$ cat src/rtl/pipe_stage_buf_if.sv
// Valid/ready beat channel between pipeline stages: datapath payload plus control payload.
// The producer side uses the master modport, the consumer side the slave modport.
interface pipe_stage_buf_if #(
   parameter int unsigned DATA_W = 128,
   parameter int unsigned CTRL_W = 16
);
   logic              valid;
   logic              ready;
   logic [DATA_W-1:0] data;
   logic [CTRL_W-1:0] ctrl;

   modport master (
      output valid,
      output data,
      output ctrl,
      input  ready
   );

   modport slave (
      input  valid,
      input  data,
      input  ctrl,
      output ready
   );
endinterface

$ cat src/rtl/pipe_stage_buf.sv
// Generic valid/ready pipeline stage register with optional 2-entry skid buffer, flush and clk_en.
// Define PIPE_STAGE_STATS_EN to add saturating stall/bubble statistics counters and their ports.
module pipe_stage_buf #(
   parameter int unsigned DATA_W = 128,
   parameter int unsigned CTRL_W = 16,
   parameter int unsigned SKID   = 1,
   parameter int unsigned CNT_W  = 32
) (
   input  logic                  clk,
   input  logic                  reset_n,
   input  logic                  clk_en,
   input  logic                  flush,
   pipe_stage_buf_if.slave       up,
   pipe_stage_buf_if.master      dn,
   output logic [1:0]            occupancy
`ifdef PIPE_STAGE_STATS_EN
   ,
   output logic [CNT_W-1:0]      stat_stall_cnt,
   output logic [CNT_W-1:0]      stat_bubble_cnt
`endif
);

   if (SKID > 1) begin : g_bad_skid
      $error("pipe_stage_buf: SKID must be 0 or 1");
   end
   if (CNT_W < 1) begin : g_bad_cnt_w
      $error("pipe_stage_buf: CNT_W must be at least 1");
   end

   // Encoding doubles as the occupancy count.
   typedef enum logic [1:0] {
      StEmpty = 2'd0,
      StOne   = 2'd1,
      StTwo   = 2'd2
   } state_e;

   state_e            state_q, state_d;
   logic [DATA_W-1:0] main_data_q, main_data_d;
   logic [CTRL_W-1:0] main_ctrl_q, main_ctrl_d;
   logic [DATA_W-1:0] skid_data_q, skid_data_d;
   logic [CTRL_W-1:0] skid_ctrl_q, skid_ctrl_d;

   logic main_v;
   logic skid_v;
   logic up_ready;
   logic acc;
   logic pop;

   always_comb begin
      main_v = (state_q != StEmpty);
      skid_v = (state_q == StTwo);
      // With SKID=0 there is no spare slot, so ready must look through to dn.ready.
      if (SKID == 0) begin
         up_ready = clk_en & ~flush & (~main_v | dn.ready);
      end else begin
         up_ready = clk_en & ~flush & ~skid_v;
      end
      acc = up.valid & up_ready;
      pop = main_v & dn.ready & clk_en;
   end

   always_comb begin
      state_d     = state_q;
      main_data_d = main_data_q;
      main_ctrl_d = main_ctrl_q;
      skid_data_d = skid_data_q;
      skid_ctrl_d = skid_ctrl_q;
      if (clk_en) begin
         if (flush) begin
            state_d = StEmpty;
         end else begin
            case (state_q)
               StEmpty: begin
                  if (acc) begin
                     main_data_d = up.data;
                     main_ctrl_d = up.ctrl;
                     state_d     = StOne;
                  end
               end
               StOne: begin
                  if (acc && pop) begin
                     main_data_d = up.data;
                     main_ctrl_d = up.ctrl;
                  end else if (acc) begin
                     skid_data_d = up.data;
                     skid_ctrl_d = up.ctrl;
                     state_d     = StTwo;
                  end else if (pop) begin
                     state_d = StEmpty;
                  end
               end
               StTwo: begin
                  if (pop) begin
                     main_data_d = skid_data_q;
                     main_ctrl_d = skid_ctrl_q;
                     state_d     = StOne;
                  end
               end
               default: state_d = StEmpty;
            endcase
         end
      end
   end

   always_ff @(posedge clk or negedge reset_n) begin
      if (!reset_n) begin
         state_q     <= StEmpty;
         main_data_q <= '0;
         main_ctrl_q <= '0;
         skid_data_q <= '0;
         skid_ctrl_q <= '0;
      end else begin
         state_q     <= state_d;
         main_data_q <= main_data_d;
         main_ctrl_q <= main_ctrl_d;
         skid_data_q <= skid_data_d;
         skid_ctrl_q <= skid_ctrl_d;
      end
   end

   assign up.ready  = up_ready;
   assign dn.valid  = main_v;
   assign dn.data   = main_data_q;
   // Invalid beats present the all-zero NOP control word.
   assign dn.ctrl   = main_v ? main_ctrl_q : '0;
   assign occupancy = state_q;

`ifdef PIPE_STAGE_STATS_EN
   localparam logic [CNT_W-1:0] CntOne = CNT_W'(1);

   logic [CNT_W-1:0] stall_q;
   logic [CNT_W-1:0] bubble_q;

   always_ff @(posedge clk or negedge reset_n) begin
      if (!reset_n) begin
         stall_q  <= '0;
         bubble_q <= '0;
      end else if (clk_en) begin
         if (main_v && !dn.ready && (stall_q != '1)) begin
            stall_q <= stall_q + CntOne;
         end
         if (!main_v && (bubble_q != '1)) begin
            bubble_q <= bubble_q + CntOne;
         end
      end
   end

   assign stat_stall_cnt  = stall_q;
   assign stat_bubble_cnt = bubble_q;
`endif

endmodule
$ cat src/flat_wrapper.sv
// flat-port wrapper written by rule: the top's interface ports become plain ports
module pipe_stage_buf_flat 
#(
   parameter int unsigned DATA_W = 128,
   parameter int unsigned CTRL_W = 16,
   parameter int unsigned SKID   = 1,
   parameter int unsigned CNT_W  = 32
)
  (clk, reset_n, clk_en, flush, occupancy, up_valid, up_data, up_ctrl, up_ready, dn_valid, dn_data, dn_ctrl, dn_ready);
  pipe_stage_buf_if #(.DATA_W(DATA_W), .CTRL_W(CTRL_W)) up_i ();
  pipe_stage_buf_if #(.DATA_W(DATA_W), .CTRL_W(CTRL_W)) dn_i ();
  input  logic clk;
  input  logic reset_n;
  input  logic clk_en;
  input  logic flush;
  output logic [1:0] occupancy;
  input wire logic [$bits(up_i.valid)-1:0] up_valid;
  input wire logic [$bits(up_i.data)-1:0] up_data;
  input wire logic [$bits(up_i.ctrl)-1:0] up_ctrl;
  output wire logic [$bits(up_i.ready)-1:0] up_ready;
  output wire logic [$bits(dn_i.valid)-1:0] dn_valid;
  output wire logic [$bits(dn_i.data)-1:0] dn_data;
  output wire logic [$bits(dn_i.ctrl)-1:0] dn_ctrl;
  input wire logic [$bits(dn_i.ready)-1:0] dn_ready;
  assign up_i.valid = up_valid;
  assign up_i.data = up_data;
  assign up_i.ctrl = up_ctrl;
  assign up_ready = up_i.ready;
  assign dn_valid = dn_i.valid;
  assign dn_data = dn_i.data;
  assign dn_ctrl = dn_i.ctrl;
  assign dn_i.ready = dn_ready;
  pipe_stage_buf #(.DATA_W(DATA_W), .CTRL_W(CTRL_W), .SKID(SKID), .CNT_W(CNT_W)) u_core (.clk(clk), .reset_n(reset_n), .clk_en(clk_en), .flush(flush), .up(up_i), .dn(dn_i), .occupancy(occupancy));
endmodule
$ cat config.mk
export PLATFORM = sky130hd
export DESIGN_NAME = pipe_stage_buf_flat
export DESIGN_NICKNAME = d
export VERILOG_FILES = /design/src/rtl/pipe_stage_buf_if.sv /design/src/rtl/pipe_stage_buf.sv /design/src/flat_wrapper.sv
export SDC_FILE = /design/constraint.sdc
export NUM_CORES = 1
export LEC_CHECK = 0
export ABC_AREA = 1
export BUFFER_PORTS_ARGS = -buffer_cell sky130_fd_sc_hd__buf_2
export CAP_MARGIN = 40
export CORE_ASPECT_RATIO = 0.7
export CORE_MARGIN = 5
export CORE_UTILIZATION = 35
export CTS_BUF_LIST = sky130_fd_sc_hd__clkbuf_4 sky130_fd_sc_hd__clkbuf_8
export CTS_CLUSTER_SIZE = 14
export DETAILED_ROUTE_END_ITERATION = 10
export PLACE_DENSITY = 0.59
export SKIP_CTS_REPAIR_TIMING = 1
export SLEW_MARGIN = 15
export SYNTH_ARGS = -nofsm -noshare
export SYNTH_HDL_FRONTEND = slang
export SYNTH_SLANG_ARGS = --single-unit
$ cat constraint.sdc
create_clock -name clk -period 1.9 [get_ports clk]
set_clock_uncertainty 0.1 [all_clocks]
set_input_delay 0.285 -clock clk [delete_from_list [all_inputs] [get_ports clk]]
set_output_delay 0.285 -clock clk [all_outputs]
set_load 0.03 [all_outputs]
==> metrics.cfg, run 1 <==
[finish]
n_fill_cell=3485
seq_area_mm2=0.007262
layout_common_cells=453 x nand2_1, 294 x buf_2, 288 x dfrtp_1
areaGrowthSynthToFinish_pct=46.01
multi_input_area_mm2=0.004989
nNetsFinal=2265
drive_gt1_frac=0.2550
final_common_cell=nand2_1

[worst_hold_path]
holdPathStages=5
hold_class=primary input to flop
hp-start=flush

[logic_synthesis]
ys_types=21
synth_area_per_cell_um2=8.042
ys_seq_elements=290
synth_area_leaders=dfrtp_1 55%, nand2_1 14%, nand4_1 6.9%, o21ai_0 6.8%, inv_1 4.7%
syn_inst=1639
synth_area_leader_cell=dfrtp_1
synth_top_area_frac=0.5505
ys_warn_count=0
synth_fp_nets=1789
netlist_area_mm2=0.01318
yosysSeqAreaShare=0.5505

[power]
power_frac_clock=0.188
combPwrFrac=0.482
p_leak_nw=10.30
pwr-share-seq=0.330
powerDensity_mw_per_mm2=1614
ir_drop_mv=0.7620
p_int_mw=17.70
switchingPower_mw=13.36
sw_frac_of_total=0.4301

[global_route]
grt_pass1_vias=11530
grt_pass1_wl_um=63120
track_usage=0.1843
grt_max_degree=83
antenna_found_initial=3
grt_overflow_total=0

[placed_design]
place.gp.congestion=0.7959
port_buffers=297
place_ws_ns=-0.09415
hpwl_um=26810

[die]
die_h_um=172.4
dieArea_mm2=0.04170
core_mm2=0.03721
ios=298
dieWidth_um=242.0
start_util=0.3543
num_rows=59

[detailed_routing]
wl_per_cell_um=17.48
num_vias=12950
drc=0
drtIter0Drc=892
viasPerCell=4.914
firstDrtPassIters=6
ant_nets=0
totalWireLength_um=46070

[sta]
whs_ns=0.04574
layout_min_cycle_time_ns=2.082
finalSetupViolCount=295
maxSlewViolCount=0
rsz0062_at_grt=true
max_freq_mhz=480.3
timing.final.ws_setup_ns=-0.1818
fin_crit_sh=1.096
relSlewSlack=0.7152
hold_violations=0
worst_slew_pin_slew_ns=0.4271

[setup_path]
worstSetupStartpointType=flop
required_ns=2.25
path_class=flop to flop
worstPathMaxFanout=8
worstRegToRegCells=11
startpoint=u_core.occupancy[1]$_DFFE_PN0P_
cp_data_arrival_time_ns=2.43
end_kind=flop
r2r_start=u_core.occupancy[1]$_DFFE_PN0P_

[clock_tree]
cts_num_sinks=290
cts_max_level=2
clk_pin_slew_worst_paths_ns=0.06
clock_latency_ns=0.57
clockBufferDepth=3
cts_tree=yes
cts_buffers=49
root_buffer=clkbuf_8

[run_status]
status=finished with violations
violations=setup timing

[flow_run]
cap_violations=0

-- power groups by stage --
stage | Combinational (mW) | Clock (mW) | Sequential, mW
2_1_floorplan | 5.38 | 0 | 12.4
5_1_grt | 16.1 | 6.33 | 10.5
4_1_cts | 12.0 | 6.02 | 10.2
3_5_place_dp | 11.9 | 0 | 10.3
6_report | 15.0 | 5.83 | 10.3
3_3_place_gp | 11.7 | 0 | 10.2
-- layer usage --
metal,up-vias,track usage,share of wire
li1,6259,-,-
met4,0,0.05703,0.026
met1,6197,0.2587,0.45
met2,412,0.2884,0.46
met5,-,0,0
met3,84,0.04110,0.056
-- worst max-delay path, cell delays in order, from the launching register on --
cell and delay (ns):
dfrtp_4 0.53, buf_6 0.15, nand2_8 0.09, nand3_4 0.09, a21oi_4 0.21, buf_6 0.13
nand3_4 0.08, buf_12 0.16, buf_12 0.13, clkbuf_16 0.17, nand2_1 0.06, nand2_1 0.05
-- per-stage QoR --
step	cells	cell area [µm²]	TNS, ns	power (mW)	utilization
6_report	2636	19250	-24.56	31.06	0.5173
5_1_grt	2636	19250	-47.82	33.02	0.5173
4_1_cts	2437	16630	-14.09	28.18	0.4470
3_5_place_dp	2356	15630	-5.845	22.21	0.4202
3_3_place_gp	2356	15630	0	21.97	0.4202
2_1_floorplan	1639	13230	-3.580	17.81	-
-- final timing paths --
| path | end | slack (ns) |
|---|---|---|
| max in group asynchronous | u_core.skid_data_q[88]$_DFFE_PN0P_ | 0.82 |
| hold / removal | u_core.occupancy[0]$_DFFE_PN0P_ | 0.05 |
| min in group asynchronous | u_core.skid_data_q[59]$_DFFE_PN0P_ | 0.09 |
| hold reg to reg | u_core.dn.data[91]$_DFFE_PN0P_ | 0.37 |
| setup reg to reg | u_core.main_ctrl_q[8]$_DFFE_PN0P_ | -0.18 |
| setup / recovery | u_core.main_ctrl_q[8]$_DFFE_PN0P_ | -0.18 |
-- synth_stat cells (all sizes together) --
cell type	n
a21oi	105
clkbuf	78
nand3	4
inv	165
nand4	146
nor3	1
buf	48
dfrtp	290
nand2	488
nor2	129
o21ai	185
-- cell families (layout without fill, tap and decap cells) --
kind of cell           after synthesis  in the layout  synth area share
AND/OR/NAND/NOR                    768            768            0.2493
buffers and inverters              291            797           0.09008
AO/OA/AOI/OAI                      290            290            0.1101
flip-flops                         290            290            0.5505
other                                0              3                 0
-- area by class of cell --
type,count,area share
Antenna cell,3,0.0003901
Clock buffer,74,0.04869
Clock inverter,7,0.003251
Inverter,165,0.03231
Multi-Input combinational cell,1058,0.2592
Sequential cell,290,0.3773
Tap cell,488,0.03173
Timing Repair Buffer,551,0.2471
-- flip-flops by register name, summed over array words and instances (netlist names) --
name	count
u_core.occupancy	2
u_core.main_ctrl_q	16
u_core.dn.data	128
u_core.skid_ctrl_q	16
u_core.skid_data_q	128
Note: power is estimated with default switching activity, not from simulation.
==> run 2: changes to the inputs <==
--- a/config.mk
+++ b/config.mk
@@ -10,12 +10,11 @@
 export CAP_MARGIN = 40
 export CORE_ASPECT_RATIO = 0.7
 export CORE_MARGIN = 5
-export CORE_UTILIZATION = 35
+export CORE_UTILIZATION = 51
 export CTS_BUF_LIST = sky130_fd_sc_hd__clkbuf_4 sky130_fd_sc_hd__clkbuf_8
 export CTS_CLUSTER_SIZE = 14
 export DETAILED_ROUTE_END_ITERATION = 10
-export PLACE_DENSITY = 0.59
-export SKIP_CTS_REPAIR_TIMING = 1
+export PLACE_DENSITY = 0.8
 export SLEW_MARGIN = 15
 export SYNTH_ARGS = -nofsm -noshare
 export SYNTH_HDL_FRONTEND = slang
==> run 2 against run 1 <==
- the flow still finishes with violations (setup timing)
- combinational power is 16% lower
- count of clock-buffer cells in the layout stayed put
- register-to-register slack better by 0.11 ns
- critical path depth is 7 lower
- non-clock buffer count is 45 lower
- via count is 3.7% higher
- final cell count is 7.7% lower
- highest routed layer unchanged
==> metrics.cfg, run 2 (synthesized netlist as in run 1, its figures left out) <==
[clock_tree]
cts_buffers=46  ; -6.1%
clock_latency_ns=0.57  ; about the same
cts_num_sinks=290  ; unchanged
clockBufferDepth=3  ; unchanged
clk_pin_slew_worst_paths_ns=0.07  ; about the same
cts_max_level=2  ; unchanged
root_buffer=clkbuf_8
cts_tree=yes

[placed_design]
hpwl_um=23800  ; -11%
port_buffers=297  ; unchanged
place.gp.congestion=0.8494  ; +6.7%
dp.cells=2183  ; -7.3%

[finish]
final_common_cell=nand2_1
layout_common_cells=485 x nand2_1, 288 x dfrtp_1, 278 x buf_2
fin_cells=2432  ; -7.7%
nNetsFinal=2217  ; -2.1%
drive_gt1_frac=0.2361  ; -0.01896
areaGrowthSynthToFinish_pct=37.84

[die]
die_h_um=144.5  ; -16%
num_rows=49  ; -17%
dieArea_mm2=0.02921  ; -30%
start_util=0.5156  ; +0.1613
ios=298  ; unchanged
core_mm2=0.02557  ; -31%
dieWidth_um=202.2  ; -16%

[flow_run]
cap_violations=0  ; unchanged

[setup_path]
worstSetupStartpointType=flop
cp_data_arrival_time_ns=1.59  ; -0.84 ns
path_cells=nor2_4 -> buf_12 -> nor2_1 -> buf_4
slowest_stage=dfrtp_2
end_kind=output port
path_class=flop to output port
required_ns=1.51  ; -0.74 ns
worstPathMaxFanout=17  ; +9
max_stage_delay_ns=0.45  ; -0.08 ns

[detailed_routing]
firstDrtPassIters=5  ; -1
drtIter0Drc=1165  ; +31%
ant_nets=0  ; unchanged
num_vias=13440  ; +3.7%
wl_per_cell_um=17.95  ; +2.7%
drc=0  ; unchanged
viasPerCell=5.525  ; +12%
totalWireLength_um=43660  ; -5.2%

[sta]
fin_crit_sh=1.040  ; -0.05530
max_freq_mhz=505.9  ; +5.3%
layout_min_cycle_time_ns=1.977  ; -0.1051 ns
timing.final.ws_setup_ns=-0.07675  ; +0.1051 ns
hold_violations=0  ; unchanged
worst_slew_pin_slew_ns=0.4093  ; -0.01788 ns
maxSlewViolCount=0  ; unchanged
relSlewSlack=0.7272  ; +0.01192
finalSetupViolCount=107  ; -64%
whs_ns=0.06474  ; +0.01900 ns
setup_tns_ns=-2.502  ; +22.06 ns
rsz0062_at_grt=true

[run_status]
violations=setup timing
status=finished with violations

[global_route]
antenna_found_initial=3  ; unchanged
grt_overflow_total=0  ; unchanged
grt_max_degree=83  ; unchanged
grt_pass1_wl_um=64090  ; +1.5%
grt_pass1_vias=12730  ; +10%
track_usage=0.2677  ; +0.08333

[power]
p_leak_nw=9.851  ; -4.3%
powerDensity_mw_per_mm2=1560  ; -3.3%
ir_drop_mv=0.9993  ; +31%

[worst_hold_path]
hold_class=primary input to flop

[run 2: changes by cell type in the layout (fill, tap and decap cells not counted), sizes merged]
| cell | before | now |
|---|---|---|
| buf | 383 | 352 |
| clkbuf | 95 | 81 |
| clkinv | 5 | 2 |
| bufbuf | 0 | 1 |
| bufinv | 1 | 0 |
| clkinvlp | 1 | 2 |
| diode | 3 | 4 |
| dlygate4sd3 | 147 | 146 |
[run 2: power by group]
group | switching, mW | internal, mW
sequential | 1.38 | 8.88
combinational | 8.67 | 3.92
clock | 2.50 | 3.00
total | 12.5 | 15.8
[run 2: critical path, delay by kind of cell, from the launching register on]
| kind | cells | cell delay, ns |
|---|---|---|
| and+or+nand+nor | 2 | 0.23 |
| buffers and inverters | 2 | 0.33 |
| DFF | 1 | 0.45 |
[run 2: worst paths after layout]
path	start	end	slack (ns)	cells past startpoint
worst max-delay path	u_core.occupancy[1]$_DFFE_PN0P_	dn_ctrl[1]	-0.08	4
worst min-delay path	clk_en	u_core.occupancy[0]$_DFFE_PN0P_	0.06	5
worst max register to register	u_core.occupancy[1]$_DFFE_PN0P_	u_core.skid_data_q[33]$_DFFE_PN0P_	-0.07	9
worst min register to register	u_core.dn.data[62]$_DFFE_PN0P_	u_core.dn.data[62]$_DFFE_PN0P_	0.36	2
max in group asynchronous	reset_n	u_core.dn.data[67]$_DFFE_PN0P_	0.82	3
min in group asynchronous	reset_n	u_core.skid_data_q[118]$_DFFE_PN0P_	0.09	2
[run 2: cell type report]
type / instances / area, µm²
Timing Repair Buffer: 506 / 3993
Inverter: 165 / 626.9
Clock buffer: 74 / 905.9
Tap cell: 331 / 414.1
Fill cell: 1841 / 7397
Antenna cell: 4 / 10.01
Multi-Input combinational cell: 1058 / 4935
Sequential cell: 290 / 7259
Clock inverter: 4 / 25.02
[run 2: what timing repair did]
| action | CTS | global route |
|---|---|---|
| endpoints found under the setup margin | 25 | 301 |
| gates cloned | 1 | 12 |
| hold buffers | 146 | 0 |
| endpoints found under the hold margin | 483 | 0 |
| setup buffers | 7 | 1 |
| pin swaps | 4 | 2 |
| gates resized for setup | 32 | 56 |
[run 2: metal layers]
layer	GRT usage	wire, µm	vias up
met1	0.3433	17220	6341
met2	0.4357	20780	763
li1	-	-	6145
met4	0.1421	2157	0
met5	0	0	-
met3	0.05537	3508	188
[run 2: metrics by stage]
step                instance area (µm²)  power, mW  setup WS (ns)    util
global placement                  15170      21.36        0.03147  0.5934
detailed placement                15170      21.77       -0.01859  0.5934
floorplan                         13230      17.81       -0.03892       -
finish                            18170      28.34       -0.07675  0.7107
global route                      18170      30.05        -0.1565  0.7106
CTS                               17740      27.80        -0.1137  0.6938
